## src/rtl/mul_sequencer.sv

```systemverilog
// mul_sequencer: multi-cycle radix-2 shift-add multiply controller beside
// the EX-stage ALU. Stalls the pipeline for XLEN+1 cycles per multiply.
//
// Ports:
//   clk, rst        rising-edge clock, synchronous active-high reset
//   ALU_control     decoded ALU op of the instruction in EX
//   valid_in        EX holds a real instruction (not a bubble)
//   flush           kill the instruction in EX
//   src_a, src_b    multiplicand / multiplier operands
//   stall           freeze PC, IF/ID, ID/EX (combinational)
//   busy            multiply iterations in progress
//   result          low XLEN bits of the last completed product
//   result_valid    one-cycle pulse when result is fresh
module mul_sequencer #(
    parameter int         XLEN     = 32,
    parameter logic [3:0] MUL_CODE = 4'd1
) (
    input  logic            clk,
    input  logic            rst,
    input  logic [3:0]      ALU_control,
    input  logic            valid_in,
    input  logic            flush,
    input  logic [XLEN-1:0] src_a,
    input  logic [XLEN-1:0] src_b,
    output logic            stall,
    output logic            busy,
    output logic [XLEN-1:0] result,
    output logic            result_valid
);

    localparam int CW = $clog2(XLEN + 1);

    typedef enum logic [1:0] {
        IDLE = 2'd0,
        RUN  = 2'd1,
        DONE = 2'd2
    } state_t;

    state_t state_q;
    state_t state_d;

    logic [XLEN-1:0] acc;
    logic [XLEN-1:0] mcand;
    logic [XLEN-1:0] mplier;
    logic [CW-1:0]   count;

    logic            start;
    logic            last;
    logic [XLEN-1:0] acc_next;

    assign start = (state_q == IDLE) && valid_in
                   && (ALU_control == MUL_CODE) && !flush;

    // Final iteration: count is about to step from XLEN-1 to XLEN.
    assign last = (count == CW'(XLEN - 1));

    // Partial product for this iteration; carries past XLEN are dropped,
    // which makes signed and unsigned operands produce the same low bits.
    assign acc_next = mplier[0] ? (acc + mcand) : acc;

    assign stall = start || ((state_q == RUN) && !flush);
    assign busy  = (state_q == RUN);

    always_ff @(posedge clk) begin
        if (rst) begin
            state_q <= IDLE;
        end else begin
            state_q <= state_d;
        end
    end

    always_comb begin
        state_d = state_q;
        unique case (state_q)
            IDLE: begin
                if (start) begin
                    state_d = RUN;
                end
            end
            RUN: begin
                if (flush) begin
                    state_d = IDLE;
                end else if (last) begin
                    state_d = DONE;
                end
            end
            DONE: begin
                // Same instruction may still sit in EX; never retrigger.
                state_d = IDLE;
            end
            default: begin
                state_d = IDLE;
            end
        endcase
    end

    always_ff @(posedge clk) begin
        if (rst) begin
            acc          <= '0;
            mcand        <= '0;
            mplier       <= '0;
            count        <= '0;
            result       <= '0;
            result_valid <= 1'b0;
        end else begin
            result_valid <= 1'b0;
            unique case (state_q)
                IDLE: begin
                    if (start) begin
                        mcand  <= src_a;
                        mplier <= src_b;
                        acc    <= '0;
                        count  <= '0;
                    end
                end
                RUN: begin
                    // A flushed multiply leaves result untouched.
                    if (!flush) begin
                        acc    <= acc_next;
                        mcand  <= mcand << 1;
                        mplier <= mplier >> 1;
                        count  <= count + CW'(1);
                        if (last) begin
                            result       <= acc_next;
                            result_valid <= 1'b1;
                        end
                    end
                end
                default: begin
                end
            endcase
        end
    end

endmodule

```

## config.mk

```make
export PLATFORM = sky130hd
export DESIGN_NAME = mul_sequencer
export DESIGN_NICKNAME = d
export VERILOG_FILES = /design/src/rtl/mul_sequencer.sv
export SDC_FILE = /design/constraint.sdc
export NUM_CORES = 1
export LEC_CHECK = 0
export ABC_AREA = 1
export CAP_MARGIN = 0
export CORE_MARGIN = 2
export CORE_UTILIZATION = 40
export CTS_CLUSTER_SIZE = 16
export DETAILED_ROUTE_END_ITERATION = 8
export GPL_ROUTABILITY_DRIVEN = 0
export PLACE_DENSITY = 0.57
export SLEW_MARGIN = 20
export SYNTH_ARGS = -nofsm -noshare
export SYNTH_HDL_FRONTEND = slang
export SYNTH_SLANG_ARGS = --single-unit
```

## constraint.sdc

```tcl
create_clock -name clk -period 5.75 [get_ports clk]
set_input_delay 1.725 -clock clk [delete_from_list [all_inputs] [get_ports clk]]
set_output_delay 1.725 -clock clk [all_outputs]
set_load 0.01 [all_outputs]
```

==> results by group <==
Run status
  • Status: finished, final reports clean

GRT
  • Initial antenna violation count: 0
  • Number of global-route vias before repair: 7232
  • Largest net degree at the start of global routing: 96
  • Congestion Overflow GR: 0
  • First-pass GRT wire length: 35800 um
  • Gr usage total: between 20% and 30%

Die
  • Io pins: 107
  • Die Y: between 100 and 150 um
  • Rows: 51
  • Die width: 146 um
  • Starting Density: 41.1%
  • Die area: 0.0213 mm^2
  • Core area: 0.0197 mm^2

Yosys
  • Post-synthesis net count: around 1400
  • Unique masters post-synth: 36
  • Post-synthesis cell area: about 0.0081 mm^2
  • Seq cells post-synth: 137
  • Post-synthesis mux area share: 0%
  • Area share of the largest cell type after synthesis: about a third
  • Synth area leaders: dfxtp_1 34%, nand2_1 25%, inv_1 7.4%
  • Sequential fraction of the synthesis area: 34.0%
  • Post-Synth Adder-Cell Area: 5.21%
  • Synthesized instance count: 1304
  • Compound-Gate Fraction of Synth Area: 11.8%
  • Yosys warnings: 0
  • Syn avg cell area: a little over 6 um^2
  • Largest family of logic cells by synthesized area: simple AND/OR/NAND/NOR gates
  • Simple-gate share of the synthesized area: a little over a third
  • Xor-xnor portion of the synthesized cell area: 1.74%
  • Synth area leader: dfxtp_1

Cells and area
  • Nets: between 1000 and 1500
  • Util after Layout: 50.5%
  • Layout cells sized above 1: under 10%
  • Leading cell types in the layout, fill and taps excluded: 537 x nand2_1, 158 x inv_1, 137 x dfxtp_1
  • Most common library cell in the layout ignoring fill and taps: nand2_1
  • ANT cells: 0
  • P&R area growth vs syn: 23.0%

Place
  • Buffers on Ports: 106
  • Dpl hpwl: 15200 um

Timing
  • Fin. Hold Viols: 0
  • Post-Route Skew: 0.00859 ns
  • Min Tclk post-route: between 4 and 5 ns
  • Sum Neg Setup Slack: 0 ns
  • Crit share post-route: 86.2%
  • Fmax: approximately 0.20 GHz
  • Headroom to the max-slew limit: 32.1%
  • Max-slew violations: 0
  • Setup-failing EPs final: 0
  • Worst Tran Pin Value: just over 1 ns
  • RSZ-0062 raised after global routing: no

Routing
  • Via count: ~7900
  • Vias/cell: 4.75
  • ANT nets after route: 0
  • DR DRC count: 0
  • 1st-pass router iterations: 5
  • Wirelength per Cell: around 13 um
  • DR iter-0 viols: a little over 400
  • Total Wirelength: roughly 22000 um

Clock tree
  • Clk_lat worst skew: between 0.4 and 0.5 ns
  • Total CTS buffers: 17
  • CTS tree: built
  • Clock root buffer: clkbuf_16
  • H-tree Lvls: 4
  • Clock sinks: between 100 and 150
  • Hold-fix buffers, CTS: 0
  • Number of setup buffers added after CTS: 0
  • Clock Tree Buf Depth: 2
  • Clock transition at the registers of the reported paths: 0.06 ns
  • Post-cts sizing count: 0

Worst setup path
  • CP bufs+invs: 2
  • Req. time, crit path: between 4 and 5 ns
  • CP Capture Type: output pin
  • CP Class: input port to output pin
  • Reg2Reg Depth: 11
  • FF-to-FF setup slack: roughly 2.7 ns
  • Crit Path Max Fanout: 8
  • Crit path DAT: 3.23 ns
  • Nature of the critical path startpoint: input port
  • R2R Path End: result[15]
  • Crit-path slowest cell: clkdlybuf4s50_1
  • FF-to-FF Start: state_q[0]
  • Crit-path max cell delay: ~0.55 ns
  • Top cell family by delay on the critical path: buffers and inverters
  • Critical-path cell list: clkdlybuf4s50_1 -> nor2_1 -> nand3b_1 -> nor2_1 -> nand2_1 -> nand2_4 -> clkdlybuf4s50_1

Hold path
  • Worst Hold Depth: 2
  • Worst hold path type: register to register
  • Hold-critical path endpoint: mplier[19]
  • Min-delay src: mplier[19]

Power
  • Max VDD drop: 0.212 mV
  • Lkg Pwr: 4.33 nW
  • PD cells: roughly 230 mW/mm^2

Job
  • Maximum Capacitance Violations: 0
==> layout make-up <==
cell class | instances | area [um^2]
sequential | 137 | 2740
tap | 265 | 332
clock inverter | 10 | 164
clock buffer | 22 | 484
fill | 2081 | 9730
multi-input combinational | 948 | 4470
inverter | 166 | 624
timing repair buffer | 113 | 1110
==> cells in the mapped netlist, drive strengths merged <==
master and number:
a31oi 65, o211ai 2, nand2 543, nand3 58
or2 16, clkbuf 28, xnor2 16, inv 165
a21oi 57, a21o 5, nor3 7, o21bai 1
nand3b 3, dfxtp 137, a211oi 1, ha 32
fa 1, o21ai 36, nor2 104, clkinv 1
buf 25, and2 1
==> worst max path at each step <==
stage                        start     to  cells after the start  slack, ns
floorplan           ALU_control[3]  stall                      5       1.85
global placement    ALU_control[3]  stall                      7       0.80
detailed placement  ALU_control[3]  stall                      7       0.79
CTS                 ALU_control[3]  stall                      7       0.78
global route        ALU_control[3]  stall                      7       0.68
finish              ALU_control[3]  stall                      7       0.79
==> per-layer routing <==
layer	vias up	GRT usage, %	routed length, um
li1	4232	-	-
met2	165	32.5	9510
met4	0	5.97	263
met3	17	4.66	1160
met5	-	0	0
met1	3468	28.1	10600
==> cell families after synthesis <==
group / count (synthesis)
adders and majority gates: 33
buffers and inverters: 219
DFF: 137
xor gates and xnor gates: 16
and+or+nand+nor: 732
AOI/OAI and AO/OA: 167
==> report_power, final <==
group | internal [W] | switching, W
Clock | 0.000774 | 0.000438
Sequential | 0.000953 | 0.00000278
Combinational | 0.0000508 | 0.0000369
Total | 0.00178 | 0.000478
==> flip-flops by register name (all words and copies together), names as in the netlist <==
register and cells:
count 6, mplier 32, state_q 2, result_valid 1
mcand 32, acc 32, result 32
==> per-stage QoR <==
stage	hold WS, ns	instances	cell area [um^2]	total power (W)	setup WS, ns
finish	0.477	1661	9920	0.00226	0.791
CTS	0.479	1661	9920	0.00227	0.779
detailed placement	0.469	1629	9280	0.00107	0.785
floorplan	0.440	1304	8070	0.00101	1.85
global placement	0.450	1629	9280	0.00106	0.795
global route	0.488	1661	9920	0.00233	0.684
==> tightest hold or removal path: cells and delay by family, from the launching register on <==
family,cells,cell delay [ns]
AOI/OAI and AO/OA,1,0.06
and+or+nand+nor,1,0.06
DFF,1,0.31
(Power assumes the default switching activity.)
==> RTL change 1 (config.mk and constraints unchanged) <==
The 3 states of `state_t` get a one-hot encoding in 3 bits.
--- a/src/rtl/mul_sequencer.sv
+++ b/src/rtl/mul_sequencer.sv
@@ -32,6 +32,6 @@
 
-    typedef enum logic [1:0] {
-        IDLE = 2'd0,
-        RUN  = 2'd1,
-        DONE = 2'd2
+    typedef enum logic [2:0] {
+        IDLE = 3'b001,
+        RUN  = 3'b010,
+        DONE = 3'b100
     } state_t;
Function: same outputs for any inputs over 10 cycles, from zero or initial values and one cycle with rst high; not proved beyond that.
==> RTL change 1 against the original RTL <==
Synthesized area down 0.45%; clock skew down 0.51 ps; total power down 2.7%; routed wire length up 0.64%; worst setup slack worse by 150 ps; sequential cell count up 1; design area down 0.43%; maximum frequency down 2.9%; combinational power down 4.7%; largest cell class unchanged; highest routed layer unchanged.
==> RTL change 1: results (changes against the original RTL) <==
[finish]
drive_gt1_share_pct = 4.57  ; -1.4 points
diodes = 0  ; unchanged
nNetsFinal = 1492  ; +0.27%
fin_cells = 1665  ; +0.24%

[logic_synthesis]
synth-adder-area-share_pct = 5.23  ; +0.024 points
synth_seq_area_share_pct = 34.4  ; +0.40 points
synth_compound_area_share_pct = 11.6  ; -0.20 points
syn-num-nets = 1413  ; +0.28%
syn_avg_cell_area_um2 = 6.14  ; -0.75%
synth_area_leader_cell = dfxtp_1
synthMuxAreaShare_pct = 0  ; unchanged
netlist_top_cells_area = dfxtp_1, nand2_1, inv_1, a31oi_1, ha_1
synth_xor_area_share_pct = 1.64  ; -0.10 points
netlist-cell-type-count = 30  ; -17%
synthTopCellsByCount = nand2_1, inv_1, dfxtp_1

[setup_path]
critPathLaunch = flush
crit_fanout = 4  ; -4
r2r_cells = 10  ; -1
cp_slowest_stage_delay_ps = 570  ; +20 ps
arrival_ps = 3380  ; +150 ps
r2r_start = state_q[2]

[detailed_routing]
met3_wirelength_mm = 1.32  ; +14%
m1WireLength_mm = 10.9  ; +2.9%
viasPerCell = 4.74  ; -0.13%
highest_layer = met4
firstDrtPassIters = 7  ; +2
wl_mm = 21.7  ; +0.64%
first_iter_violations = 440  ; +7.8%
wl_met2_mm = 9.24  ; -2.9%

[grt]
grt_pass1_vias = 7333  ; +1.4%
grt_max_degree = 99  ; +3.1%
grt_pass1_wl_mm = 36.1  ; +0.96%
grt.total_usage_pct = 20.8  ; +0.25 points
grt_use_met2_pct = 32.3  ; -0.21 points
use_met1_pct = 28.9  ; +0.83 points
use_met3_pct = 5.27  ; +0.61 points

[clock_tree]
cts_made_buffers = 17  ; unchanged
post_cts_buffers = 0  ; unchanged
root_buffer = clkbuf_16
clk_latency_ps = 430  ; about the same
clockBufferDepth = 2  ; unchanged

[placement]
place_area_um2 = 9270  ; about the same
dp.cells = 1633  ; +0.25%
post-place-ws_ps = 646  ; -139 ps
hpwl_mm = 15.3  ; +0.75%

[pwr]
p_leak_uw = 0.00430  ; -0.75%
ir_drop_uv = 188  ; -11%

[hold_path]
min_from = mplier[31]

[timing]
fin_skew_ps = 8.08  ; -0.512 ps
tightest_slew_ps = 1050  ; +31.7 ps

[run_status]
status = finished clean

-- RTL change 1: report_power, final --
group | switching [uW] | total (uW) | internal, uW
sequential | 2.90 | 962 | 959
clock | 450 | 1150 | 697
combinational | 33.8 | 83.6 | 49.8
total | 487 | 2190 | 1710
-- RTL change 1: final timing paths --
check          endpoint  slack [ps]
max               stall         640
min          mplier[31]         460
max reg2reg  result[20]        2910
min reg2reg  mplier[31]         460
-- RTL change 1: logic make-up (layout without fill, tap and decap cells) --
kind of cell | after synthesis | after routing
xor+xnor | 15 | 15
fa+ha+maj | 33 | 33
buf+inv | 223 | 315
simple gates | 733 | 733
compound gates | 166 | 166
flops | 138 | 138
-- RTL change 1: cell type report --
type,instances,area (um^2)
inverter,169,634
fill,2110,9710
clock buffer,19,443
timing repair buffer,114,1120
multi-input combinational,947,4430
sequential,138,2760
tap,265,332
clock inverter,13,165
-- RTL change 1: critical path: cells and delay by family --
family,cells,cell delay [ps]
buffers and inverters,3,1220
and+or+nand+nor,2,430
==> RTL change 2 (same settings) <==
Made on the original files. Change the parameter `XLEN` from 32 to 64.
--- a/src/rtl/mul_sequencer.sv
+++ b/src/rtl/mul_sequencer.sv
@@ -14,3 +14,3 @@
 module mul_sequencer #(
-    parameter int         XLEN     = 32,
+    parameter int         XLEN     = 64,
     parameter logic [3:0] MUL_CODE = 4'd1
Interface: changed (resized result, src_a and src_b); port bits go from 107 to 203. The function was not compared with the original's and may differ.
==> RTL change 2 against the original RTL <==
Design area rose by 100%; total power increased by 76%; synthesized area increased by 110%; routed wire length is 140% higher; die area grew 110%; sequential cell count increased by 129; worst setup slack worse by 220 ps; global-route usage grew 2.7 points; highest routed layer unchanged.
==> RTL change 2: results (changes against the original RTL) <==
[pwr]
ir_drop_uv = 216  ; +1.7%
p_int_uw = 3070  ; +73%
p_leak_uw = 0.00910  ; +110%

[logic_synthesis]
syn_avg_cell_area_um2 = 5.95  ; -3.8%
syn-num-nets = 3057  ; +120%
synth_seq_area_share_pct = 31.3  ; -2.7 points
netlist-cell-type-count = 43  ; +19%

[detailed_routing]
first_iter_violations = 1262  ; +210%
vias = 17200  ; +120%
wl_mm = 51.6  ; +140%
met3_wirelength_mm = 2.84  ; +150%
wl_met2_mm = 22.4  ; +140%
m1WireLength_mm = 24.9  ; +130%

[setup_path]
r2r_end = acc[16]
r2r_start = mcand[0]
cp_slowest_stage_delay_ps = 580  ; +30 ps
arrival_ps = 3450  ; +220 ps
r2r_slack_ps = 3000  ; +270 ps
crit_fanout = 6  ; -2

[finish]
fin_cells = 3551  ; +110%
drive_gt1_share_pct = 6.01  ; +0.064 points
fillCellCount = 4437  ; +110%
nNetsFinal = 3189  ; +110%

[timing]
fin_skew_ps = 14.3  ; +5.67 ps

[run_status]
status = finished clean

[grt]
grt_pass1_vias = 16400  ; +130%
grt_pass1_wl_mm = 84.0  ; +130%
grt_max_degree = 196  ; +100%

[clock_tree]
cts_max_level = 1  ; -3
cts_made_buffers = 30  ; +13

[hold_path]
min_from = count[6]
hold_end = count[6]

[placement]
dp.cells = 3495  ; +110%
place_area_um2 = 19300  ; +110%
portBuffers = 202  ; +91%

-- RTL change 2: cell families (layout without fill, tap and decap cells) --
family / after synthesis / in the layout / share of synthesized area, %
xor gates and xnor gates: 31 / 31 / 1.60
and+or+nand+nor: 1640 / 1640 / 39.4
buffers and inverters: 537 / 693 / 12.4
adders and majority gates: 65 / 65 / 4.83
AOI/OAI and AO/OA: 317 / 317 / 10.5
DFF: 266 / 266 / 31.3
-- RTL change 2: metrics by stage --
step,setup slack [ps],utilization (%),total power [uW],hold WS [ps]
2_1_floorplan,1650,-,1950,440
3_3_place_gp,601,46.1,2070,453
3_5_place_dp,577,46.1,2070,464
4_1_cts,566,48.4,4020,472
5_1_grt,461,48.4,4100,491
6_report,575,48.4,3960,468
-- RTL change 2: worst reg2reg max path, delay by kind of cell (launching register included) --
kind / cells / cell delay [ps]
adders and majority gates: 2 / 590
buffers and inverters: 2 / 190
xor gates and xnor gates: 1 / 90
and+or+nand+nor: 7 / 830
DFF: 1 / 360
AOI/OAI and AO/OA: 2 / 640
-- RTL change 2: routing by layer --
metal | GRT usage (%) | vias up
met5 | 0 | -
met4 | 6.19 | 0
met3 | 3.96 | 69
met2 | 37.4 | 390
met1 | 32.1 | 7733
li1 | - | 9026
-- RTL change 2: area by class of cell --
type	instances	area share [%]
Clock buffer	44	4.20
Clock inverter	12	0.690
Inverter	425	7.85
Multi-Input combinational cell	2053	47.2
Sequential cell	266	26.2
Tap cell	539	3.32
Timing Repair Buffer	212	10.6
-- RTL change 2: worst max-delay path by stage --
stage,startpoint,to,slack [ps],cells past startpoint
after global routing,ALU_control[3],stall,460,7
final,flush,stall,580,5
after global placement,ALU_control[3],stall,600,7
after detailed placement,ALU_control[3],stall,580,7
after CTS,ALU_control[3],stall,570,7
after floorplan,ALU_control[3],stall,1650,5
-- RTL change 2: power groups by stage --
stage          registers [uW]  clock network [uW]  logic [uW]
2_1_floorplan            1890                   0        59.9
3_3_place_gp             1900                   0         174
3_5_place_dp             1900                   0         173
4_1_cts                  1850                1990         174
5_1_grt                  1850                2060         186
6_report                 1850                1930         172
